<file path="src/rtl/alu_pkg.sv">
// Shared ALU/branch encodings for the execute stage and the fetch-side branch checker.
package alu_pkg;

  localparam int unsigned ALU_OP_W = 3;
  localparam int unsigned BR_CC_W  = 3;
  localparam int unsigned FLAG_W   = 3;

  localparam logic [ALU_OP_W-1:0] ALU_ADD    = 3'd0;
  localparam logic [ALU_OP_W-1:0] ALU_PADDSB = 3'd1;
  localparam logic [ALU_OP_W-1:0] ALU_SUB    = 3'd2;
  localparam logic [ALU_OP_W-1:0] ALU_AND    = 3'd3;
  localparam logic [ALU_OP_W-1:0] ALU_NOR    = 3'd4;
  localparam logic [ALU_OP_W-1:0] ALU_SLL    = 3'd5;
  localparam logic [ALU_OP_W-1:0] ALU_SRL    = 3'd6;
  localparam logic [ALU_OP_W-1:0] ALU_SRA    = 3'd7;

  localparam logic [BR_CC_W-1:0] BR_NE     = 3'd0;
  localparam logic [BR_CC_W-1:0] BR_EQ     = 3'd1;
  localparam logic [BR_CC_W-1:0] BR_GT     = 3'd2;
  localparam logic [BR_CC_W-1:0] BR_LT     = 3'd3;
  localparam logic [BR_CC_W-1:0] BR_GE     = 3'd4;
  localparam logic [BR_CC_W-1:0] BR_LE     = 3'd5;
  localparam logic [BR_CC_W-1:0] BR_OV     = 3'd6;
  localparam logic [BR_CC_W-1:0] BR_UNCOND = 3'd7;

  localparam int unsigned FLAG_Z = 0;
  localparam int unsigned FLAG_V = 1;
  localparam int unsigned FLAG_N = 2;

endpackage

</file>
<file path="src/rtl/br_cond_eval.sv">
// Combinational branch condition evaluator: condition code + Z/V/N -> taken.
module br_cond_eval
  import alu_pkg::*;
(
  input  logic [BR_CC_W-1:0] i_cond,
  input  logic               i_ze,
  input  logic               i_ve,
  input  logic               i_ne,
  output logic               o_taken_c
);

  always_comb begin
    o_taken_c = 1'b0;
    case (i_cond)
      BR_NE:     o_taken_c = ~i_ze;
      BR_EQ:     o_taken_c = i_ze;
      BR_GT:     o_taken_c = ~i_ze & ~i_ne;
      BR_LT:     o_taken_c = i_ne;
      BR_GE:     o_taken_c = i_ze | ~i_ne;
      BR_LE:     o_taken_c = i_ne | i_ze;
      BR_OV:     o_taken_c = i_ve;
      BR_UNCOND: o_taken_c = 1'b1;
      default:   o_taken_c = 1'b0;
    endcase
  end

endmodule

</file>
<file path="src/rtl/ex_flag_stage.sv">
// Execute-stage back end: EX/MEM pipeline register, Z/V/N flag register and
// registered branch decision with same-cycle flag bypass.
module ex_flag_stage
  import alu_pkg::*;
#(
  parameter int unsigned DATA_W  = 16,
  parameter int unsigned RADDR_W = 4
) (
  input  logic                clk,
  input  logic                rst,
  input  logic                in_valid,
  input  logic [2:0]          alu_op,
  input  logic [DATA_W-1:0]   alu_result,
  input  logic                alu_zr,
  input  logic                alu_ov,
  input  logic                alu_neg,
  input  logic [RADDR_W-1:0]  in_dst,
  input  logic                in_wr_en,
  input  logic                br_check,
  input  logic [2:0]          br_cond,
  input  logic                stall,
  input  logic                flush,
  output logic                out_valid,
  output logic [DATA_W-1:0]   out_result,
  output logic [RADDR_W-1:0]  out_dst,
  output logic                out_wr_en,
  output logic                flag_z,
  output logic                flag_v,
  output logic                flag_n,
  output logic                br_taken
);

  logic                r_valid;
  logic [DATA_W-1:0]   r_result;
  logic [RADDR_W-1:0]  r_dst;
  logic                r_wr_en;
  logic [FLAG_W-1:0]   r_flags;
  logic                r_br_taken;

  logic                w_accept;
  logic [FLAG_W-1:0]   w_flags_eff;
  logic                w_taken;

  assign w_accept = in_valid & ~stall & ~flush;

  // Flags about to be written; equals r_flags when nothing is accepted, so X on alu_op is masked.
  always_comb begin
    w_flags_eff = r_flags;
    if (w_accept) begin
      case (alu_op)
        ALU_ADD, ALU_SUB: begin
          w_flags_eff[FLAG_Z] = alu_zr;
          w_flags_eff[FLAG_V] = alu_ov;
          w_flags_eff[FLAG_N] = alu_neg;
        end
        ALU_PADDSB: w_flags_eff = r_flags;
        default:    w_flags_eff[FLAG_Z] = alu_zr;
      endcase
    end
  end

  br_cond_eval u_br_cond_eval (
    .i_cond    (br_cond),
    .i_ze      (w_flags_eff[FLAG_Z]),
    .i_ve      (w_flags_eff[FLAG_V]),
    .i_ne      (w_flags_eff[FLAG_N]),
    .o_taken_c (w_taken)
  );

  // EX/MEM pipeline register: flush clears, stall holds, idle drops valid.
  always_ff @(posedge clk or posedge rst) begin
    if (rst) begin
      r_valid  <= 1'b0;
      r_result <= '0;
      r_dst    <= '0;
      r_wr_en  <= 1'b0;
    end else if (flush) begin
      r_valid  <= 1'b0;
      r_result <= '0;
      r_dst    <= '0;
      r_wr_en  <= 1'b0;
    end else if (!stall) begin
      if (in_valid) begin
        r_valid  <= 1'b1;
        r_result <= alu_result;
        r_dst    <= in_dst;
        r_wr_en  <= in_wr_en;
      end else begin
        r_valid  <= 1'b0;
        r_wr_en  <= 1'b0;
      end
    end
  end

  always_ff @(posedge clk or posedge rst) begin
    if (rst) begin
      r_flags    <= '0;
      r_br_taken <= 1'b0;
    end else begin
      r_flags    <= w_flags_eff;
      r_br_taken <= br_check & ~flush & ~stall & w_taken;
    end
  end

  assign out_valid  = r_valid;
  assign out_result = r_result;
  assign out_dst    = r_dst;
  assign out_wr_en  = r_wr_en;
  assign flag_z     = r_flags[FLAG_Z];
  assign flag_v     = r_flags[FLAG_V];
  assign flag_n     = r_flags[FLAG_N];
  assign br_taken   = r_br_taken;

endmodule

</file>
<file path="config.mk">
export PLATFORM = sky130hd
export DESIGN_NAME = ex_flag_stage
export DESIGN_NICKNAME = d
export VERILOG_FILES = /design/src/rtl/alu_pkg.sv /design/src/rtl/br_cond_eval.sv /design/src/rtl/ex_flag_stage.sv
export SDC_FILE = /design/constraint.sdc
export NUM_CORES = 1
export LEC_CHECK = 0
export ABC_AREA = 1
export BUFFER_PORTS_ARGS = -buffer_cell sky130_fd_sc_hd__buf_4
export CAP_MARGIN = 20
export CORE_ASPECT_RATIO = 0.75
export CORE_MARGIN = 8
export CORE_UTILIZATION = 47
export CTS_CLUSTER_SIZE = 30
export DETAILED_ROUTE_END_ITERATION = 8
export GPL_TIMING_DRIVEN = 0
export PLACE_DENSITY = 0.93
export SYNTH_ARGS = -nofsm -noshare
export SYNTH_HDL_FRONTEND = slang
export SYNTH_SLANG_ARGS = --single-unit
</file>
<file path="constraint.sdc">
create_clock -name clk -period 1.3 [get_ports clk]
set_input_delay 0 -clock clk [delete_from_list [all_inputs] [get_ports clk]]
set_output_delay 0 -clock clk [all_outputs]
set_load 0.02 [all_outputs]
</file>
==> results of run 1 <==
routing by layer:
metal | share of wire, % | global-route usage (%) | vias up
li1 | - | - | 640
met1 | 40 | 20.10 | 584
met2 | 49 | 30.75 | 49
met3 | 8.6 | 6.533 | 8
met4 | 1.9 | 3.889 | 0
met5 | 0 | 0 | -
where the power goes:
part | switching, mW | internal, mW
Clock | 0.207 | 0.108
Combinational | 0.256 | 0.238
Sequential | 0.0289 | 0.859
stage by stage:
step	cell area [µm²]	util [%]	cells
6_report	1994	79.07	270
2_1_floorplan	1199	-	143
4_1_cts	1994	79.07	270
3_5_place_dp	1702	67.46	240
5_1_grt	1994	79.07	270
3_3_place_gp	1702	67.46	240
registers in the layout (all words and copies together) (netlist names):
name,flops
br_taken,1
out_result,16
r_flags,3
out_wr_en,1
out_valid,1
out_dst,4
placed cells by master (no fill, tap or decap):
| master | count |
|---|---|
| o211ai_1 | 1 |
| nand2_2 | 4 |
| nand3b_1 | 1 |
| dfrtp_1 | 26 |
| nand2_1 | 53 |
| nand4_1 | 1 |
| buf_1 | 2 |
| nand3_2 | 2 |
| nand2_4 | 1 |
| buf_4 | 61 |
| a31o_2 | 1 |
| nor2_1 | 6 |
| inv_1 | 9 |
| nor2_2 | 1 |
| clkbuf_4 | 3 |
| a21oi_2 | 1 |
| dlygate4sd3_1 | 27 |
| o21ai_1 | 2 |
| a32o_1 | 1 |
| nor2_8 | 1 |
| clkbuf_1 | 4 |
| inv_2 | 1 |
| nand3_1 | 25 |
critical path, stage by stage (launching register included):
cell and delay [ps]:
dfrtp_1 420, inv_1 60, nand2_1 40, o21ai_1 120
nand2_1 70, nand2_1 60, nand3_1 60, nand2_1 80
a21oi_2 50
what timing repair did:
item,4_1_cts,5_1_grt
hold buffers,27,0
setup endpoints to repair,0,0
gates resized for setup,0,0
endpoints found under the hold margin,51,0
final cells by class:
| class | count | area [µm²] | share of cell area, % |
|---|---|---|---|
| Multi-Input combinational cell | 101 | 488.0 | 24.47 |
| Timing Repair Buffer | 88 | 728.2 | 36.51 |
| Buffer | 6 | 22.52 | 1.129 |
| Inverter | 10 | 37.54 | 1.882 |
| Clock buffer | 3 | 22.52 | 1.129 |
| Tap cell | 36 | 45.04 | 2.258 |
| Sequential cell | 26 | 650.6 | 32.62 |
kinds of logic after synthesis:
kind of cell,Yosys count
and+or+nand+nor,95
DFF,26
buffers and inverters,16
AOI/OAI and AO/OA,6
how the worst max path moves through the flow:
stage                           from             to  slack, ps  cells past startpoint
after global routing             rst  out_result[9]         40                      3
after global placement     alu_op[0]       br_taken        200                      9
after CTS                        rst     r_flags[0]        240                      3
after detailed placement   alu_op[0]       br_taken        170                      9
after floorplan           r_flags[0]       br_taken        240                      7
final                     r_flags[2]       br_taken        240                      8
==> metrics.txt, run 1 <==
final hold vios=0; NumNets Final=272; Hold Crit Start=stall; post-route clock skew=6.938 ps; post-synthesis xor/xnor area fraction=0%; routed vias/inst=4.744; type of the worst min-delay path=in2reg; Num CTS Buffers=3; clock sink count=26; TNS Setup=0 ps; Synth Area in Adders=0%; routed via count=1,281; Clock Latency Late Sink=310 ps; clk buf depth=2; R2R setup slack=240 ps; DR WL/cell=13.96 µm; Post-Syn Instances=143; worst slack at placement=168.8 ps; Hold Worst Slack=26.84 ps; worst setup margin=244.7 ps; mux cell area share after synthesis=0%; Main synth FF type=dfrtp_1; top-count cell post-synth=nand2_1; remaining antenna violation count=0; number of global-route vias before repair=1,311; Port Buf Inserts=61; sequential fraction of the synthesis area=54.28%; DRC violations left=0; share of layout cells above drive strength 1=32.48%; Setup Viol. Count Final=0; FFs w/ async S/R, synth=100.0%; required time of the worst setup path=1500 ps; Max Slew Vio Count=0; dpl hpwl=2.559 mm; core area=2522 µm²; Synth top cells by count=nand2_1 (53), dfrtp_1 (26), nand3_1 (25); Synth Area in Compound Gates=3.758%; clock slew at reported path FFs=120 ps; mapped cell area=1199 µm²; outcome=finished, final reports clean; fillers=170; largest family of logic cells by synthesized area=simple AND/OR/NAND/NOR gates; CTS tree=yes; GRT Total Usage=17.66%; Tmin final=1055 ps; Worst Setup Start Kind=flop; Syn Nets=179; Critical R2R Capture=br_taken; PwrDens=850.4 nW/µm²; RSZ-0062 raised after global routing=false; die width=74.32 µm; Worst Reg-to-Reg Cells=8; Critical R2R Launch=r_flags[2]; Max-slew headroom=39.65%; initial DRC count=37; synth top area cells=dfrtp_1 (54%), nand2_1 (17%), nand3_1 (10%); Total Power=1.696 mW; H-tree levels=1; largest net degree at the start of global routing=27; synth warn=0; Hold Path Cell Cnt=4; period utilisation layout=81.18%; standard-cell rows=16; first-pass GRT wire length=6.072 mm; Starting Density=47.52%; WL final=3.768 mm; Synth top area share=54.28%; Die ar.=4439 µm²; ANT cells=0; Worst Tran Pin Value=904.3 ps; Setup Buffers After CTS=0; average cell area after synthesis=8.382 µm²; hold path endpoint=br_taken; post-synthesis register bit count=26; Cell variety after synth=20; die height=59.74 µm; Critical Path Fanout Max=3; I/O Pins=62; DRT Pass-1 Iters=4; synth-to-layout area growth=66.39%; MaxCap Viol Count=0; GRT overflow=0; f_max=0.9476 GHz; Worst VDD drop=0.7212 mV; Synth area leader=dfrtp_1; Worst Setup End Kind=flop; Leak Pwr=1.109 nW; initial antenna violation count=0; Root Buffer=clkbuf_4; Post-synth EDFFs=0; Crit path arrival time=1250 ps; Post-Synth Simple-Gate Area=36.95%; critical path type=reg2reg; Placer Congestion=0.9557
Note: power is estimated with default switching activity, not from simulation.
==> inputs of run 2 (changes only) <==
Settings changed: ABC_AREA 1 to 0, CORE_UTILIZATION 47 to 42, PLACE_DENSITY 0.93 to 0.87.
Clock period 1.3 ns to 1 ns, I/O delays scaled along.
==> run 2 against run 1 <==
Effect of this change: the run now ends with negative hold slack, negative setup slack left; total power is 49% higher; critical path depth is 3 lower; highest routed layer unchanged; largest power group unchanged; combinational power is 33% higher; global-route usage is 0.27 points lower; setup slack worse by 550 ps; clock power is 130% higher.
==> metrics.txt, run 2 <==
Num CTS Buffers=3 (unchanged); critical path type=reg2reg; CTS Hold Bufs=26 (-3.7%); largest net degree at the start of global routing=27 (unchanged); final hold vios=26 (+26); required time of the worst setup path=1230 ps (-270 ps); first-pass GRT wire length=5.858 mm (-3.5%); Top Metal Used=met4; worst setup margin=-308.7 ps (-553.4 ps); mapped cell area=1072 µm² (-11%); Critical Path Fanout Max=2 (-1); share of layout cells above drive strength 1=43.26% (+11 points); Worst Setup End Kind=flop; Root Buffer=clkbuf_4; post-synthesis register bit count=26 (unchanged); sequential fraction of the synthesis area=60.68% (+6.4 points); commonest non-fill, non-tap cell in the layout=buf_4; failing checks=negative hold slack, negative setup slack; MaxCap Viol Count=0 (unchanged); GRT Total Usage=17.39% (-0.27 points); initial DRC count=67 (+81%); GRT overflow=0 (unchanged); Hold Worst Slack=-128.6 ps (-155.5 ps); average cell area after synthesis=12.47 µm² (+49%); die height=59.76 µm (about the same); core area=2522 µm² (unchanged); Tmin final=1309 ps (+253.4 ps); remaining antenna violation count=0 (unchanged); ANT cells=0 (unchanged); outcome=complete, but fails checks; f_max=0.7641 GHz (-19%); period utilisation layout=130.9% (+50 points); synth top area cells=dfrtp_1 (61%), a22o_1 (16%), nand3_1 (1.9%); I/O Pins=62 (unchanged); CTS tree=yes; Starting Density=42.51% (-5.0 points); number of global-route vias before repair=1,267 (-3.4%); standard-cell rows=16 (unchanged); routed via count=1,103 (-14%); DR WL/cell=16.84 µm (+21%); max reg flops=16 (unchanged); NumNets Final=215 (-21%); Worst VDD drop=0.9058 mV (+26%); initial antenna violation count=0 (unchanged); Worst Setup Start Kind=flop; Total Power=2.531 mW (+49%); Placer Congestion=0.8691 (-9.1%); Post-Syn Instances=86 (-40%); Worst Tran Pin Value=937.2 ps (+32.91 ps); dpl hpwl=2.477 mm (-3.2%); Setup Viol. Count Final=1 (+1); Synth top area share=60.68% (+6.4 points); Main synth FF type=dfrtp_1; Crit path arrival time=1540 ps (+290 ps); met2 WL=1.897 mm (+2.6%); top-count cell post-synth=dfrtp_1; synth warn=0 (unchanged); synth-to-layout area growth=79.23%; RSZ-0062 raised after global routing=true; Final Instance Area=1922 µm² (-3.6%); FFs w/ async S/R, synth=100.0% (unchanged); Port Buf Inserts=61 (unchanged); Max Slew Vio Count=0 (unchanged); commonest non-fill, non-tap cells in the layout=buf_4 (62), dlygate4sd3_1 (26), dfrtp_1 (25); Synth top cells by count=dfrtp_1 (26), a22o_1 (20), nor2_1 (5); Leak Pwr=0.9673 nW (-13%); Post-synth EDFFs=0 (unchanged); Syn Nets=122 (-32%); H-tree levels=1 (unchanged); Max-slew headroom=37.45% (-2.2 points); clock sink count=26 (unchanged); WL met1=1.376 mm (-9.6%); PwrDens=1317 nW/µm² (+55%); Post-DP Area=1587 µm² (-6.8%); WL final=3.604 mm (-4.4%); die width=74.35 µm (about the same); type of the worst min-delay path=in2async; clock slew at reported path FFs=140 ps (+20 ps); Clock Latency Late Sink=320 ps (about the same); clk buf depth=2 (unchanged); post-route clock skew=4.980 ps (-1.958 ps); DRT Pass-1 Iters=4 (unchanged); met3 wire length=305 µm (-5.9%); routed vias/inst=5.154 (+8.6%); worst slack at placement=-561.8 ps (-730.6 ps); Cell variety after synth=28 (+40%); DRC violations left=0 (unchanged); Synth area leader=dfrtp_1; Die ar.=4443 µm² (about the same)
==> run 2: final timing paths <==
path	startpoint	end	slack (ps)	cells after the start
max	r_flags[2]	br_taken	-310	5
min	rst	out_result[10]	-130	2
max reg2reg	r_flags[2]	br_taken	-310	5
min reg2reg	out_dst[0]	out_dst[0]	520	1
max in group asynchronous	rst	r_flags[2]	490	2
min in group clk	stall	out_wr_en	0	3
==> run 2: power by group <==
group          leakage, nW  internal (mW)  switching [mW]
sequential           0.349           1.12          0.0450
combinational        0.591          0.347           0.310
clock               0.0279          0.406           0.305
total                0.967           1.87           0.660
==> run 2: metal layers <==
layer,up-vias,GRT usage [%]
met2,50,31.75
met3,4,7.705
li1,510,-
met5,-,0
met4,0,5.000
met1,539,17.42
==> run 2: final cells by class <==
cell class / instances / area (µm²)
repair buffers: 88 / 725.7
flip-flops and latches: 26 / 651.9
fillers: 164 / 600.6
multi-input cells: 53 / 420.4
well taps: 36 / 45.04
clock inverters: 1 / 30.03
clock buffers: 3 / 22.52
plain buffers: 4 / 15.01
inverters: 3 / 11.26
==> run 2: kinds of logic after synthesis <==
| family | synth area share (%) |
|---|---|
| AO/OA/AOI/OAI | 25.44 |
| flip-flops | 60.68 |
| AND/OR/NAND/NOR | 11.44 |
| buffers and inverters | 2.450 |
==> run 2: repair_timing <==
action	4_1_cts	5_1_grt
setup buffers	1	0
pin swaps	2	0
hold endpoints to repair	50	26
gates resized for setup	1	1
endpoints found under the setup margin	1	1
==> run 2: stage by stage <==
step	util [%]	instances	TNS [ps]
finish	76.19	214	-308.7
global route	76.19	214	-477.4
CTS	75.89	214	-250.1
detailed placement	62.90	183	-5016
global placement	62.90	183	-4157
floorplan	-	86	-259.2
==> run 2: critical path, stage by stage (launching register included) <==
cell and delay (ps):
dfrtp_2 460, o21ai_4 70, and2_4 180, inv_2 50, a31o_1 180, o41ai_2 280
